`src/rtl/fifo_block_reader.sv`:
```
// fifo_block_reader
//   Consumer-side agent for the 32-bit internal test FIFO. A start command
//   pops exactly block_words words. Each word is handed to a valid/ready
//   sink. done pulses once the block completes. The block sits between the
//   test FIFO and the ADMA data sink during internal tests.
//
// Ports
//   CLK, RESET           clock; synchronous active-high reset
//   start, block_words   start command and block length (sampled in IDLE)
//   abort                drop the current block and return to IDLE
//   fifo_data/empty/read FIFO read side (data valid the cycle after read)
//   out_data/valid/ready word presented to the sink
//   busy, done           activity flag and block-complete pulse
//   words_sent           words accepted in the current or last block
module fifo_block_reader #(
    parameter int CNT_W = 10
) (
    input  logic             CLK,
    input  logic             RESET,
    input  logic             start,
    input  logic [CNT_W-1:0] block_words,
    input  logic             abort,
    input  logic [31:0]      fifo_data,
    input  logic             fifo_empty,
    output logic             fifo_read,
    output logic [31:0]      out_data,
    output logic             out_valid,
    input  logic             out_ready,
    output logic             busy,
    output logic             done,
    output logic [CNT_W-1:0] words_sent
);

    typedef enum logic [2:0] {
        S_IDLE,
        S_FETCH,
        S_WAIT,
        S_PRESENT,
        S_DONE
    } state_t;

    state_t           state;
    state_t           state_nxt;
    logic [CNT_W-1:0] remaining;
    logic             zero_done;   // done pulse for a zero-length block, issued from IDLE
    logic             accept;

    // State register
    always_ff @(posedge CLK) begin
        if (RESET) begin
            state <= S_IDLE;
        end else begin
            state <= state_nxt;
        end
    end

    // Next-state logic; abort overrides everything outside IDLE
    always_comb begin
        state_nxt = state;
        if (state != S_IDLE && abort) begin
            state_nxt = S_IDLE;
        end else begin
            case (state)
                S_IDLE:    if (start && !abort && block_words != '0) state_nxt = S_FETCH;
                S_FETCH:   if (!fifo_empty) state_nxt = S_WAIT;
                S_WAIT:    state_nxt = S_PRESENT;
                S_PRESENT: begin
                    if (out_ready) begin
                        state_nxt = (remaining == CNT_W'(1)) ? S_DONE : S_FETCH;
                    end
                end
                S_DONE:    state_nxt = S_IDLE;
                default:   state_nxt = S_IDLE;
            endcase
        end
    end

    // Output logic
    always_comb begin
        fifo_read = 1'b0;
        out_valid = 1'b0;
        accept    = 1'b0;
        busy      = (state != S_IDLE);
        done      = zero_done;
        case (state)
            S_FETCH:   fifo_read = !fifo_empty && !abort;
            S_PRESENT: begin
                out_valid = 1'b1;
                accept    = out_ready && !abort;
            end
            S_DONE:    done = 1'b1;
            default:   ;
        endcase
    end

    // Datapath: captured word, counters, zero-length done flag
    always_ff @(posedge CLK) begin
        if (RESET) begin
            out_data   <= '0;
            words_sent <= '0;
            remaining  <= '0;
            zero_done  <= 1'b0;
        end else begin
            zero_done <= 1'b0;
            case (state)
                S_IDLE: begin
                    if (start && !abort) begin
                        words_sent <= '0;
                        remaining  <= block_words;
                        zero_done  <= (block_words == '0);
                    end
                end
                S_WAIT: begin
                    if (!abort) out_data <= fifo_data;
                end
                S_PRESENT: begin
                    if (accept) begin
                        words_sent <= words_sent + CNT_W'(1);
                        remaining  <= remaining - CNT_W'(1);
                    end
                end
                default: ;
            endcase
        end
    end

endmodule

```
`config.mk`:
```
export PLATFORM = sky130hd
export DESIGN_NAME = fifo_block_reader
export DESIGN_NICKNAME = d
export VERILOG_FILES = /design/src/rtl/fifo_block_reader.sv
export SDC_FILE = /design/constraint.sdc
export NUM_CORES = 1
export LEC_CHECK = 0
export ABC_AREA = 1
export CAP_MARGIN = 20
export CORE_MARGIN = 4
export CORE_UTILIZATION = 48
export DETAILED_ROUTE_END_ITERATION = 6
export GPL_TIMING_DRIVEN = 0
export HOLD_SLACK_MARGIN = 0.02
export MAX_ROUTING_LAYER = met4
export PLACE_DENSITY = 0.87
export SLEW_MARGIN = 20
export SYNTH_ARGS = -nofsm -noshare
export SYNTH_HDL_FRONTEND = slang
export SYNTH_SLANG_ARGS = --single-unit
export TNS_END_PERCENT = 10
```
`constraint.sdc`:
```
create_clock -name CLK -period 2.5 [get_ports CLK]
set_input_delay 0.5 -clock CLK [delete_from_list [all_inputs] [get_ports CLK]]
set_output_delay 0.5 -clock CLK [all_outputs]
set_load 0.01 [all_outputs]
```
---- Yosys cells after proc, flatten, opt, wreduce, memory -nomap -nowiden ----
Index checks and enable logic that the tools add are counted.
storage, ports and cells
  register bits ........................... 56
  logic and storage cells ................. 52
  output and inout bits ................... 46
  input bits .............................. 48
cells by class
  eq/ne operators ......................... 10
  bitwise logic cells ..................... 3
  muxes and demuxes ....................... 15
  add/sub/neg operators ................... 2
  reduce and logical (&&, ||, !) cells .... 17
operator list
  cell                                                                     count
  10-bit 2-to-1 mux                                                        4
  10-bit one-hot mux with 2 select lines                                   2
  3-bit 2-to-1 mux                                                         4
  3-bit one-hot mux with 4 select lines                                    1
  10-bit by 1-bit adder with 10-bit output (second input constant)         1
  10-bit by 1-bit equality test with 1-bit output (second input constant)  1
  10-bit zero test                                                         1
  2-bit inequality test (second input constant)                            5
  10-bit nonzero test                                                      1
  10-bit by 1-bit subtractor with 10-bit output (second input constant)    1
  3-bit by 2-bit equality test with 1-bit output (second input constant)   2
  3-bit AND reduction                                                      2
  1-bit logical AND                                                        5
  1-bit 2-to-1 mux                                                         4
  3-bit by 1-bit equality test with 1-bit output (second input constant)   1
  3-bit equality test (second input constant)                              1
  3-bit zero test                                                          1
  1-bit inverter                                                           3
  3-bit nonzero test                                                       1
  3-bit OR reduction                                                       1
  1-bit zero test                                                          2
  2-bit AND reduction                                                      1
  2-bit nonzero test                                                       1
  2-bit OR reduction                                                       1

---- Depth between registers and ports, before layout ----
Gate-level depths: netlist (run 1).
  depth in word-level cells ............... 5
  mapped depth ............................ 10
  gate-level depth less buffers ........... 9

---- Least setup slack after synthesis (run 1) ----
Ideal clock, no wire load.
  path kind ............................... input port to flip-flop
  start ................................... input start
  end ..................................... register words_sent[5]
  required time ........................... 2.385 ns
  arrival time ............................ 1.215 ns
  cell stages on the path ................. 10
  setup time .............................. 0.115 ns
  path slack .............................. 1.170 ns
  buffers on the path ..................... 1
  path through ............................ inv_1 > nor2_1 > nand3_1 > nand2_2 > buf_6 > nand2_2 > inv_1 > nand3_1 > nand2_1 > nor2_1
between the ends
  cells in the longest elaborated chain, start to end .. 3
RTL lines
  item                                    RTL line  text
  start, declared                         20        input logic start,
  1-bit logical AND                       107       if (start && !abort) begin
  2-bit inequality test (no source line)  n/a
  3-bit AND reduction (no source line)    n/a
  end signal, assigned                    118       words_sent <= words_sent + CNT_W'(1);
  end, declared                           31        output logic [CNT_W-1:0] words_sent
Every way passes these cells.
A chain may end at the register's enable or synchronous reset.

---- Worst setup path after layout (run 1) ----
  start ................................... register state[0]
  end ..................................... output out_valid
between the ends
  cells in the longest elaborated chain, start to end .. 2
RTL lines
  item                                            RTL line  text
  start, declared                                 42        state_t state;
  start signal, assigned                          53        state <= state_nxt;
  3-bit by 2-bit equality test with 1-bit output  85        case (state)
  1-bit 2-to-1 mux                                85
  end, declared                                   27        output logic out_valid,
Every way passes these cells.

==> results.json, run 1 <==
{
  "slew_viol_final": 0,
  "syn_area_per_cell_um2": 6.82,
  "status": "completed",
  "path_clk_slew_ns": 0.10,
  "vias": 2668,
  "comb_power_share_pct": 30.3,
  "grt_overflow": 0,
  "diodes": 0,
  "detailed_place_hpwl_mm": 5.29,
  "worstSkewPairLatency_ns": 0.31,
  "h-tree-depth": 2,
  "ys_types": 26,
  "die_h_um": 80.7,
  "p_leak_nw": 1.45,
  "powerDensity_nw_per_um2": 599,
  "drt-met1-wl_mm": 2.65,
  "drive_above_1_share_pct": 6.13,
  "drt_first_pass_iters": 6,
  "final-hold-violation-count": 0,
  "clock_sinks": 56,
  "drt_iter0_markers": 105,
  "dr.max_layer_used": "met4",
  "grt_max_degree": 18,
  "synth_area_leaders": "dfxtp_1, nor2_1, o21ai_0, nand2_1, inv_1",
  "core-area_um2": 5110,
  "setup_tns_ns": 0,
  "nets": 523,
  "grt_use_total_pct": 21.0,
  "post_cts_resized": 0,
  "ys_seq_area_share_pct": 44.2,
  "cts_tree": "done",
  "syn_nets": 423,
  "port_buffers": 93,
  "synth_edf_count": 0,
  "crit_arrival_ns": 1.86,
  "syn2layout_area_growth_pct": 43.6,
  "synth.largest_area_cell": "dfxtp_1",
  "cts_setup_buffers": 0,
  "final_cell_area_um2": 3640,
  "synth_top_area_share_pct": 44.2,
  "critPathMaxFanout": 10,
  "maxCapViolCount": 0,
  "wire_per_inst_um": 12.2,
  "antenna_found_initial": 0,
  "max_freq_mhz": 424,
  "dr_wl_met2_mm": 3.23,
  "clock_path_buffers": 2,
  "crit_type": "register to output port",
  "critPathCaptureType": "output port",
  "synthTopCellsByCount": "nor2_1, dfxtp_1, nand2_1, o21ai_0, inv_1",
  "design.die.area_um2": 6510,
  "sw_frac_of_total_pct": 31.8,
  "rsz0062_at_grt": "no",
  "ctsHoldBuffers": 0,
  "ant_nets": 0,
  "grt_first_pass_wirelength_mm": 10.5,
  "wl_met3_um": 674,
  "reg2reg_slack_ns": 1.02,
  "synthFlopType": "dfxtp_1",
  "skew_ns": 0.00820,
  "grt_pass1_vias": 2467,
  "ys_async_sr_fraction_pct": 0,
  "p_sw_mw": 0.693,
  "viasPerCell": 4.91,
  "setup_viol": 0,
  "p_int_mw": 1.49,
  "placed_area_um2": 3550,
  "required_ns": 2.00,
  "finalCriticalPeriod_ns": 2.36,
  "worst_pin_slew_ns": 0.450,
  "postRouteWirelength_mm": 6.63,
  "syn_area_um2": 2540,
  "synth_cells": 372,
  "fin_util_pct": 71.3,
  "synth.most_common_cell": "nor2_1",
  "drc": 0,
  "die_w_um": 80.7,
  "min_path_type": "register to register",
  "irDropWorstVdd_v": 0.000493,
  "fp-row-count": 26,
  "startpoint_type": "register",
  "initial_core_util_pct": 49.7,
  "relSlewSlack_pct": 70.0,
  "yosysWarnings": 0,
  "final.period_utilization_pct": 94.3,
  "clkPwrFrac_pct": 22.7,
  "p_seq_share_pct": 47.1,
  "synth-seq-cells": 56,
  "ioPinCount": 94,
  "cts_root_buf": "clkbuf_8",
  "numCtsBuffers": 5,
  "gp_congestion": 0.926
}
## sequential cells by signal, indices dropped and copies added (netlist names)
name	count
state	3
remaining	10
zero_done	1
out_data	32
words_sent	10
## layout by cell type (no fill, tap or decap), drive strengths merged, types with 2 or more instances in the layout
cell           count
a21oi             19
buf                8
clkbuf            13
clkdlybuf4s50     93
dfxtp             56
ha                 3
inv               39
nand2             55
nand3             15
nand4              4
nor2             103
nor3               5
o21ai             50
or2                2
xor2               2
## final cells by class
cell class	count	area (um2)
fill	442	1470
multi-input combinational	263	1190
sequential	56	1120
timing repair buffer	93	931
inverter	38	143
tap	70	87.6
buffer	15	78.8
clock buffer	6	72.6
clock inverter	2	13.8
## worst paths after layout
path | startpoint | endpoint | cells after the start
max | state[0] | out_valid | 4
min reg2reg | out_data[27] | out_data[27] | 2
min | out_data[27] | out_data[27] | 2
max reg2reg | state[1] | out_data[8] | 6
## power groups by stage
stage               registers (mW)  clock network [mW]  logic, mW
detailed placement            1.05                   0      0.660
floorplan                     1.07                   0      0.349
finish                        1.03               0.495      0.660
global placement              1.04                   0      0.644
CTS                           1.03               0.507      0.664
global route                  1.04               0.535      0.742
## per-stage QoR
step                setup WS, ns  hold slack (ns)  std cells  power (mW)
floorplan                   1.17            0.446        372        1.42
global placement           0.226            0.461        535        1.69
detailed placement         0.225            0.472        535        1.71
CTS                        0.129            0.493        543        2.20
global route              0.0471            0.511        543        2.32
finish                     0.141            0.488        543        2.18
## critical path, stage by stage (launching register included)
cell and delay [ns]:
dfxtp_1 0.41, nand2_1 0.11, nor2_4 0.19, buf_2 0.26, clkdlybuf4s50_1 0.57
## cell families after synthesis
kind of cell             count (synthesis)  synth area share, %
buffers and inverters                   53                 8.73
AND/OR/NAND/NOR                        185                 29.9
XOR/XNOR                                 2                0.691
adder cells (fa/ha/maj)                  3                 1.48
flip-flops                              56                 44.2
AO/OA/AOI/OAI                           73                 14.9
## per-layer routing
layer | GRT usage, % | up-vias
li1 | - | 1383
met1 | 22.0 | 1175
met2 | 35.6 | 102
met3 | 8.52 | 8
met4 | 7.77 | 0
met5 | - | -
No activity file was read; power rests on OpenSTA's default activity.
==> run 2: changes to the inputs <==
--- a/config.mk
+++ b/config.mk
@@ -14,7 +14,6 @@
 export HOLD_SLACK_MARGIN = 0.02
 export MAX_ROUTING_LAYER = met4
 export PLACE_DENSITY = 0.87
-export SLEW_MARGIN = 20
 export SYNTH_ARGS = -nofsm -noshare
 export SYNTH_HDL_FRONTEND = slang
 export SYNTH_SLANG_ARGS = --single-unit
==> results of run 2 <==
Same layout as run 1: the final DEF is identical, and so are final timing and power.
==> run 3: changes to the inputs <==
--- a/config.mk
+++ b/config.mk
@@ -6,6 +6,7 @@
 export NUM_CORES = 1
 export LEC_CHECK = 0
 export ABC_AREA = 1
+export ABC_CLOCK_PERIOD_IN_PS = 2500
 export CAP_MARGIN = 20
 export CORE_MARGIN = 4
 export CORE_UTILIZATION = 48
==> results of run 3 <==
Same layout as run 1: the final DEF is identical, and so are final timing and power.
